File: src/rtl/pipelined_adder.sv
// Segmented, carry-pipelined adder/subtractor.
// An input register is followed by one register stage per carry segment.
// Each stage adds one segment and passes the carry to the next stage.
// Operand bits not yet added ride along with the sum bits already produced,
// so every segment of one operation leaves the pipeline on the same edge.
module pipelined_adder #(
  parameter int ADDER_WIDTH = 116,
  parameter int SEG_WIDTH   = 32
) (
  input  logic                   clk,
  input  logic                   rst_n,
  input  logic                   ce,
  input  logic                   in_valid,
  input  logic                   sub,
  input  logic                   cin,
  input  logic [ADDER_WIDTH-1:0] a,
  input  logic [ADDER_WIDTH-1:0] b,
  output logic                   out_valid,
  output logic [ADDER_WIDTH:0]   sum,
  output logic                   ovf
);

  localparam int NSEG  = (ADDER_WIDTH + SEG_WIDTH - 1) / SEG_WIDTH;
  localparam int TOP_W = ADDER_WIDTH - (NSEG - 1) * SEG_WIDTH;

  // Input register
  logic [ADDER_WIDTH-1:0] a0_q;
  logic [ADDER_WIDTH-1:0] b0_q;
  logic                   sub0_q;
  logic                   cin0_q;
  logic                   v0_q;

  // Operand conditioning: subtraction is a + ~b + 1
  logic [ADDER_WIDTH-1:0] beff0;
  logic                   c0;

  // Output register
  logic [ADDER_WIDTH:0]   sum_q;
  logic                   ovf_q;
  logic                   out_valid_q;

  // Capture operands and mode; everything freezes while ce is low
  always_ff @(posedge clk or negedge rst_n) begin
    if (!rst_n) begin
      a0_q   <= '0;
      b0_q   <= '0;
      sub0_q <= 1'b0;
      cin0_q <= 1'b0;
      v0_q   <= 1'b0;
    end else if (ce) begin
      a0_q   <= a;
      b0_q   <= b;
      sub0_q <= sub;
      cin0_q <= cin;
      v0_q   <= in_valid;
    end
  end

  assign beff0 = sub0_q ? ~b0_q : b0_q;
  assign c0    = sub0_q ? 1'b1 : cin0_q;

  genvar gi;
  generate
    for (gi = 0; gi < NSEG; gi++) begin : stg
      // LO: first bit of this stage's segment; SW: its width;
      // RW: width of the conditioned-B bits still to be consumed.
      localparam int LO = gi * SEG_WIDTH;
      localparam int SW = (gi == NSEG - 1) ? TOP_W : SEG_WIDTH;
      localparam int RW = ADDER_WIDTH - LO;

      // as_src: low LO bits are finished sum bits, the rest are still A.
      logic [ADDER_WIDTH-1:0] as_src;
      logic [RW-1:0]          b_src;
      logic                   c_src;
      logic                   v_src;
      logic [SW:0]            seg_sum;
      logic [ADDER_WIDTH-1:0] as_d;

      if (gi == 0) begin : g_first
        assign as_src = a0_q;
        assign b_src  = beff0;
        assign c_src  = c0;
        assign v_src  = v0_q;
      end else begin : g_next
        assign as_src = stg[gi-1].g_mid.as_q;
        assign b_src  = stg[gi-1].g_mid.b_q;
        assign c_src  = stg[gi-1].g_mid.c_q;
        assign v_src  = stg[gi-1].g_mid.v_q;
      end

      assign seg_sum = {1'b0, as_src[LO +: SW]} + {1'b0, b_src[SW-1:0]}
                     + {{SW{1'b0}}, c_src};

      // Overwrite this segment's A bits with its freshly computed sum bits
      always_comb begin
        as_d = as_src;
        as_d[LO +: SW] = seg_sum[SW-1:0];
      end

      if (gi < NSEG - 1) begin : g_mid
        logic [ADDER_WIDTH-1:0] as_q;
        logic [RW-SW-1:0]       b_q;
        logic                   c_q;
        logic                   v_q;

        // Register partial sum, carry, remaining B bits and valid flag
        always_ff @(posedge clk or negedge rst_n) begin
          if (!rst_n) begin
            as_q <= '0;
            b_q  <= '0;
            c_q  <= 1'b0;
            v_q  <= 1'b0;
          end else if (ce) begin
            as_q <= as_d;
            b_q  <= b_src[RW-1:SW];
            c_q  <= seg_sum[SW];
            v_q  <= v_src;
          end
        end
      end else begin : g_last
        logic ovf_d;

        // The MSB of A is still present here because the top segment is
        // the last one consumed.
        assign ovf_d = (as_src[ADDER_WIDTH-1] == b_src[RW-1]) &&
                       (as_d[ADDER_WIDTH-1] != as_src[ADDER_WIDTH-1]);

        // Load the result only for valid slots so bubbles leave it intact
        always_ff @(posedge clk or negedge rst_n) begin
          if (!rst_n) begin
            out_valid_q <= 1'b0;
            sum_q       <= '0;
            ovf_q       <= 1'b0;
          end else if (ce) begin
            out_valid_q <= v_src;
            if (v_src) begin
              sum_q <= {seg_sum[SW], as_d};
              ovf_q <= ovf_d;
            end
          end
        end
      end
    end
  endgenerate

  assign out_valid = out_valid_q;
  assign sum       = sum_q;
  assign ovf       = ovf_q;

endmodule
File: config.mk
export PLATFORM = sky130hd
export DESIGN_NAME = pipelined_adder
export DESIGN_NICKNAME = d
export VERILOG_FILES = /design/src/rtl/pipelined_adder.sv
export SDC_FILE = /design/constraint.sdc
export NUM_CORES = 1
export LEC_CHECK = 0
export CAP_MARGIN = 10
export CORE_MARGIN = 10
export CORE_UTILIZATION = 58
export DETAILED_ROUTE_END_ITERATION = 8
export GPL_TIMING_DRIVEN = 1
export PLACE_DENSITY = 0.8
export SLEW_MARGIN = 20
export SYNTH_ARGS = -nofsm -noshare
export SYNTH_HDL_FRONTEND = slang
export SYNTH_SLANG_ARGS = --single-unit
File: constraint.sdc
create_clock -name clk -period 4.4 [get_ports clk]
set_input_delay 1.1 -clock clk [delete_from_list [all_inputs] [get_ports clk]]
set_output_delay 1.1 -clock clk [all_outputs]
set_load 0.1 [all_outputs]
==> impl_metrics.toml, run 1 <==
[status]
status = "finished clean"

[grt]
grt_pass1_wl_mm = 141.4
grt_pass1_vias = 25755
grt_usage_pct = 22.62
antenna_found_initial = 9
overflow = 0
grt_start_max_net_pins = 189

[layout]
design_area_um2 = 45870
multi_input_area_um2 = 16120
synthToLayoutAreaGrowth_pct = 19.55
nets = 3631
seq_area_um2 = 21620
drive_gt1_share_pct = 27.33
fillers = 4433

[power_and_ir_drop]
vdd_ir_drop_max_uv = 942.8
leakage_nw = 19.58
powerDensity_nw_per_um2 = 677.1
total_power_w = 0.03106

[timing]
timing.setup.tns_ps = 0
setup_viol = 0
relSlewSlack_pct = 14.27
period_needed_ps = 3626
finalClockSkew_ps = 16.88
max_clock_freq_mhz = 275.8
worst_slew_pin_slew_ps = 1254
rsz0062_at_grt = "no"
slew_viol_final = 0
fin_crit_sh_pct = 82.41
fin_ws_ps = 774.1
hold_viol = 0
holdWs_ps = 486.7

[logic_synthesis]
synth_nets = 3292
avgSynthCellArea_um2 = 13.08
synthFlopType = "dfrtp_1"
synth-edff-count = 0
async_reset_ff_share_pct = 100.0
ys_seq_area_share_pct = 56.36
ys_ff_latch = 864
syn_inst = 2934
synth_cell_types = 61
netlist_area_um2 = 38360
yosys_warnings = 0

[floorplan]
initial_core_util_pct = 58.46
fp-row-count = 94
io_pins = 357
dieArea_um2 = 76830
die_w_um = 277.2
core_area_um2 = 65630
die_h_um = 277.2

[clock_network]
cts_buffer_depth = 3
cts-hold-fix-buffers = 0
clkSinkCount = 864
cts_max_level = 3
cts_tree = "yes"
clk_latency_ps = 640
clkSlewWorstSetupHoldPaths_ps = 60
post_cts_resized = 0
cts_buffers = 88
cts_setup_buffers = 0
root_buffer = "clkbuf_16"

[drt]
wirelength_mm = 88.19
drt_pre_antenna_iters = 5
drc_errors = 0
drt_iter0_markers = 1482
wire_per_inst_um = 20.93
vias = 24064
ant_nets = 0
vias_per_cell = 5.710

[placed_design]
place_hpwl_mm = 62.23
gp_congestion = 0.8935
port_buffers = 356
place_area_um2 = 42940
dp_slack_ps = 812.9

[setup_path]
critPathArrivalTime_ps = 4140
crit_fanout = 38
cp-end-kind = "register"
path_class = "reg2reg"
setup.worst_path.start_class = "register"
crit_required_ps = 4920

[min_path]
hold_class = "reg2reg"

[flow_run]
drv_cap = 0
[routing by layer]
| metal | vias to the layer above | global-route usage (%) | part of all wire [%] |
|---|---|---|---|
| met1 | 12210 | 28.53 | 42 |
| li1 | 11167 | - | - |
| met5 | - | 0 | 0.031 |
| met2 | 544 | 38.35 | 50 |
| met3 | 139 | 4.662 | 5.1 |
| met4 | 4 | 7.596 | 2.9 |
[worst max-delay path, stage by stage (launching register included)]
cell      delay (ps)
dfrtp_4          600
buf_4            610
xor2_1           170
ha_1             380
a21o_1           220
a21o_1           180
a21o_1           200
a2111o_1         400
a31oi_1          170
o31ai_1          120
xor2_1           150
mux2_2           280
[worst paths after layout]
path | startpoint | end | slack [ps] | cells past startpoint
setup / recovery | sub0_q | stg[0].g_mid.as_q[30] | 770 | 11
hold / removal | stg[1].g_mid.as_q[35] | stg[1].g_mid.as_q[35] | 490 | 1
setup reg to reg | sub0_q | stg[0].g_mid.as_q[30] | 770 | 11
hold reg to reg | stg[1].g_mid.as_q[35] | stg[1].g_mid.as_q[35] | 490 | 1
max in group asynchronous | rst_n | a0_q[65] | 2910 | 2
min in group asynchronous | rst_n | a0_q[55] | 520 | 1
[cell usage after synthesis, types with 29 or more instances]
master    instances  area, um2
clkbuf_1        127      476.7
dfrtp_1         864      21620
nor3_1           29      145.1
xor2_1           68      595.6
nor2_1          148      555.5
o21ai_0          83      415.4
ha_1            112       1401
a21oi_1         186      930.9
nand2_1         106      397.9
a21o_1           61      457.9
mux2_2          714       8040
xnor2_1         125       1095
[sequential cells by signal, summed over array words and instances (netlist names)]
name,count
stg.v_src,1
a0_q,116
stg.g_mid.c_q,3
out_valid,1
b0_q,116
stg.g_mid.b_q,156
sum,117
ovf,1
stg.g_mid.as_q,348
sub0_q,1
stg.g_mid.v_q,3
cin0_q,1
[area by class of cell]
class	instances	share of cell area, %
flip-flops and latches	864	47.15
multi-input cells	1901	35.14
repair buffers	395	8.773
clock buffers	121	5.423
well taps	864	2.357
clock inverters	40	0.9384
inverters	23	0.1882
diodes	6	0.03274
[per-stage QoR]
| step | std cells | utilization (%) |
|---|---|---|
| after floorplan | 2934 | - |
| after global routing | 4213 | 69.88 |
| after CTS | 4208 | 69.87 |
| after detailed placement | 4047 | 65.43 |
| final | 4214 | 69.89 |
| after global placement | 4047 | 65.43 |
[report_power, final]
part	total [W]	switching [W]	internal (W)
Combinational	0.0119	0.00760	0.00431
Clock	0.00750	0.00311	0.00439
Sequential	0.0116	0.00148	0.0102
[cells in the final DEF, fill, tap and decap left out, types with 18 or more instances in the layout]
cell	synthesis	layout
dfrtp_1	864	863
mux2_2	714	714
clkdlybuf4s50_1	0	353
a21oi_1	186	186
nor2_1	148	148
xnor2_1	125	125
ha_1	112	112
nand2_1	106	105
clkbuf_16	0	89
o21ai_0	83	83
xor2_1	68	68
a21o_1	61	61
nor3_1	29	29
buf_4	0	26
clkinv_2	0	23
inv_1	22	22
o21a_1	22	22
nand3_1	20	20
clkbuf_1	127	18
[cell families after synthesis]
| kind of cell | synth area share [%] |
|---|---|
| buffers and inverters | 1.654 |
| adders and majority gates | 4.070 |
| and+or+nand+nor | 4.677 |
| xor gates and xnor gates | 4.406 |
| DFF | 56.36 |
| muxes | 20.98 |
| AOI/OAI and AO/OA | 7.853 |
(Power assumes the default switching activity.)
==> run 2: changes to the inputs <==
Clock period 4.4 ns to 3.69 ns, I/O delays scaled along.
==> impl_metrics.toml, run 2 (same netlist as run 1, synthesis figures left out) <==
[timing]
finalClockSkew_ps = 18.91
fin_crit_sh_pct = 94.66
holdWs_ps = 305.0
timing.setup.tns_ps = 0
max_clock_freq_mhz = 286.3
rsz0062_at_grt = "no"
relSlewSlack_pct = 32.25
fin_ws_ps = 197.0
period_needed_ps = 3493
slew_viol_final = 0
hold_viol = 0
setup_viol = 0
worst_slew_pin_slew_ps = 1013

[layout]
top_register = "stg.g_mid.as_q"
largest_reg_flops = 348
drive_gt1_share_pct = 29.54
synthToLayoutAreaGrowth_pct = 19.62
layout_common_cells = "dfrtp_1, mux2_2, clkdlybuf4s50_1, a21oi_1, nor2_1"
fillers = 4453
nets = 3639
layout_commonest_cell = "dfrtp_1"

[floorplan]
die_h_um = 277.2
core_area_um2 = 65630
dieArea_um2 = 76830
die_w_um = 277.2
io_pins = 357
fp-row-count = 94
initial_core_util_pct = 58.46

[setup_path]
endpoint = "sum[116]"
cp-end-kind = "register"
crit_chain = "inv_1 -> fa_1 -> inv_1 -> fa_1 -> a211oi_2 -> nor3_1 -> or3b_1 -> a31o_1 -> a41o_1 -> o41a_1 -> a2111oi_2 -> nor3_1"
crit_fanout = 3
setup.worst_path.start_class = "register"
cpMaxStageDelayCell = "or3b_1"
cp-startpoint = "stg[2].g_mid.b_q[0]"
ff2ff_setup_slack_ps = 200
critPathBufInv = 2
worstReg2RegStart = "stg[2].g_mid.b_q[0]"
reg2reg_to = "sum[116]"
path_class = "reg2reg"
critPathMaxStageDelay_ps = 460
r2r_cells = 12
crit_required_ps = 4200
critical_path.top_delay_family = "compound AO/OA/AOI/OAI gates"
worstSetupPathDepth = 12
critPathArrivalTime_ps = 4000

[clock_network]
cts_max_level = 3
cts_buffer_depth = 3
clkSinkCount = 864
cts_setup_buffers = 0
clk_latency_ps = 640
clkSlewWorstSetupHoldPaths_ps = 60
cts_tree = "yes"
cts_buffers = 89
root_buffer = "clkbuf_16"

[drt]
ant_nets = 0
vias_per_cell = 5.741
wire_per_inst_um = 20.95
drt_iter0_markers = 1823
wirelength_mm = 88.31
drt_pre_antenna_iters = 5
vias = 24199
drc_errors = 0

[placed_design]
place_hpwl_mm = 63.03
dp_slack_ps = 204.0
port_buffers = 356
gp_congestion = 0.9149

[grt]
grt_usage_pct = 22.78
antenna_found_initial = 5
use_met2_pct = 38.18
grt_start_max_net_pins = 184
grt_pass1_vias = 25906
overflow = 0
grt_util_met3_pct = 4.839
grt_most_used_layer = "met2"
grt_pass1_wl_mm = 142.6
grt_use_met1_pct = 28.89

[power_and_ir_drop]
vdd_ir_drop_max_uv = 1067
leakage_nw = 19.76
powerDensity_nw_per_um2 = 812.2

[status]
status = "finished clean"

[min_path]
hold_class = "in2async"

[flow_run]
drv_cap = 0
[run 2: cell types whose count changed in the layout (fill, tap and decap cells not counted), sizes merged]
cell           before  now
buf                42  121
clkinvlp            4    1
clkdlybuf4s50     353  281
diode               6    3
bufinv              7   12
clkbuf            121  122
clkinv             23   18
inv                29   28
[run 2: stage by stage]
| step | total power (W) | cells | util (%) | cell area (um2) |
|---|---|---|---|---|
| CTS | 0.03750 | 4212 | 69.92 | 45880 |
| finish | 0.03727 | 4215 | 69.93 | 45890 |
| floorplan | 0.02403 | 2934 | - | 38360 |
| detailed placement | 0.02803 | 4054 | 65.30 | 42860 |
| global route | 0.03904 | 4213 | 69.92 | 45890 |
| global placement | 0.02758 | 4054 | 65.30 | 42860 |
[run 2: final cells by class]
| class | instances | area (um2) | area share (%) |
|---|---|---|---|
| sequential | 864 | 21620 | 47.12 |
| multi-input combinational | 1901 | 16120 | 35.12 |
| timing repair buffer | 402 | 3949 | 8.604 |
| clock buffer | 122 | 2491 | 5.428 |
| tap | 864 | 1081 | 2.356 |
| clock inverter | 36 | 535.5 | 1.167 |
| inverter | 23 | 86.33 | 0.1881 |
| antenna | 3 | 7.507 | 0.01636 |
[run 2: worst min-delay path by stage]
| stage | to | slack, ps | start |
|---|---|---|---|
| 6_report | b0_q[50] | 310 | rst_n |
| 5_1_grt | b0_q[50] | 320 | rst_n |
| 4_1_cts | b0_q[50] | 280 | rst_n |
| 3_5_place_dp | stg[2].g_mid.as_q[96] | 470 | stg[1].g_mid.as_q[96] |
| 3_3_place_gp | stg[1].g_mid.as_q[62] | 460 | stg[1].g_mid.as_q[62] |
| 2_1_floorplan | stg[1].g_mid.as_q[37] | 440 | stg[1].g_mid.as_q[37] |
[run 2: where the power goes]
group	internal (W)	total (W)	switching [W]	leakage, nW
sequential	0.0121	0.0139	0.00176	10.1
clock	0.00557	0.00932	0.00375	1.49
combinational	0.00501	0.0141	0.00905	8.19
total	0.0227	0.0373	0.0146	19.8
[run 2: routing by layer]
metal | up-vias | share of wire [%] | wire, um
met3 | 171 | 5.3 | 4672
met5 | - | 0.031 | 27
met1 | 12249 | 42 | 37020
met4 | 4 | 3.3 | 2913
li1 | 11202 | - | -
met2 | 573 | 49 | 43670
[run 2: worst reg2reg max path, stage by stage (launching register included)]
cell and delay, ps:
dfrtp_1 380, inv_1 110, fa_1 200, inv_1 60, fa_1 440, a211oi_2 260
nor3_1 90, or3b_1 460, a31o_1 280, a41o_1 270, o41a_1 360, a2111oi_2 370
nor3_1 100
[run 2: timing repair]
| action | CTS | global route |
|---|---|---|
| resized for setup | 0 | 3 |
| endpoints found under the setup margin | 0 | 3 |
| hold buffers | 0 | 0 |
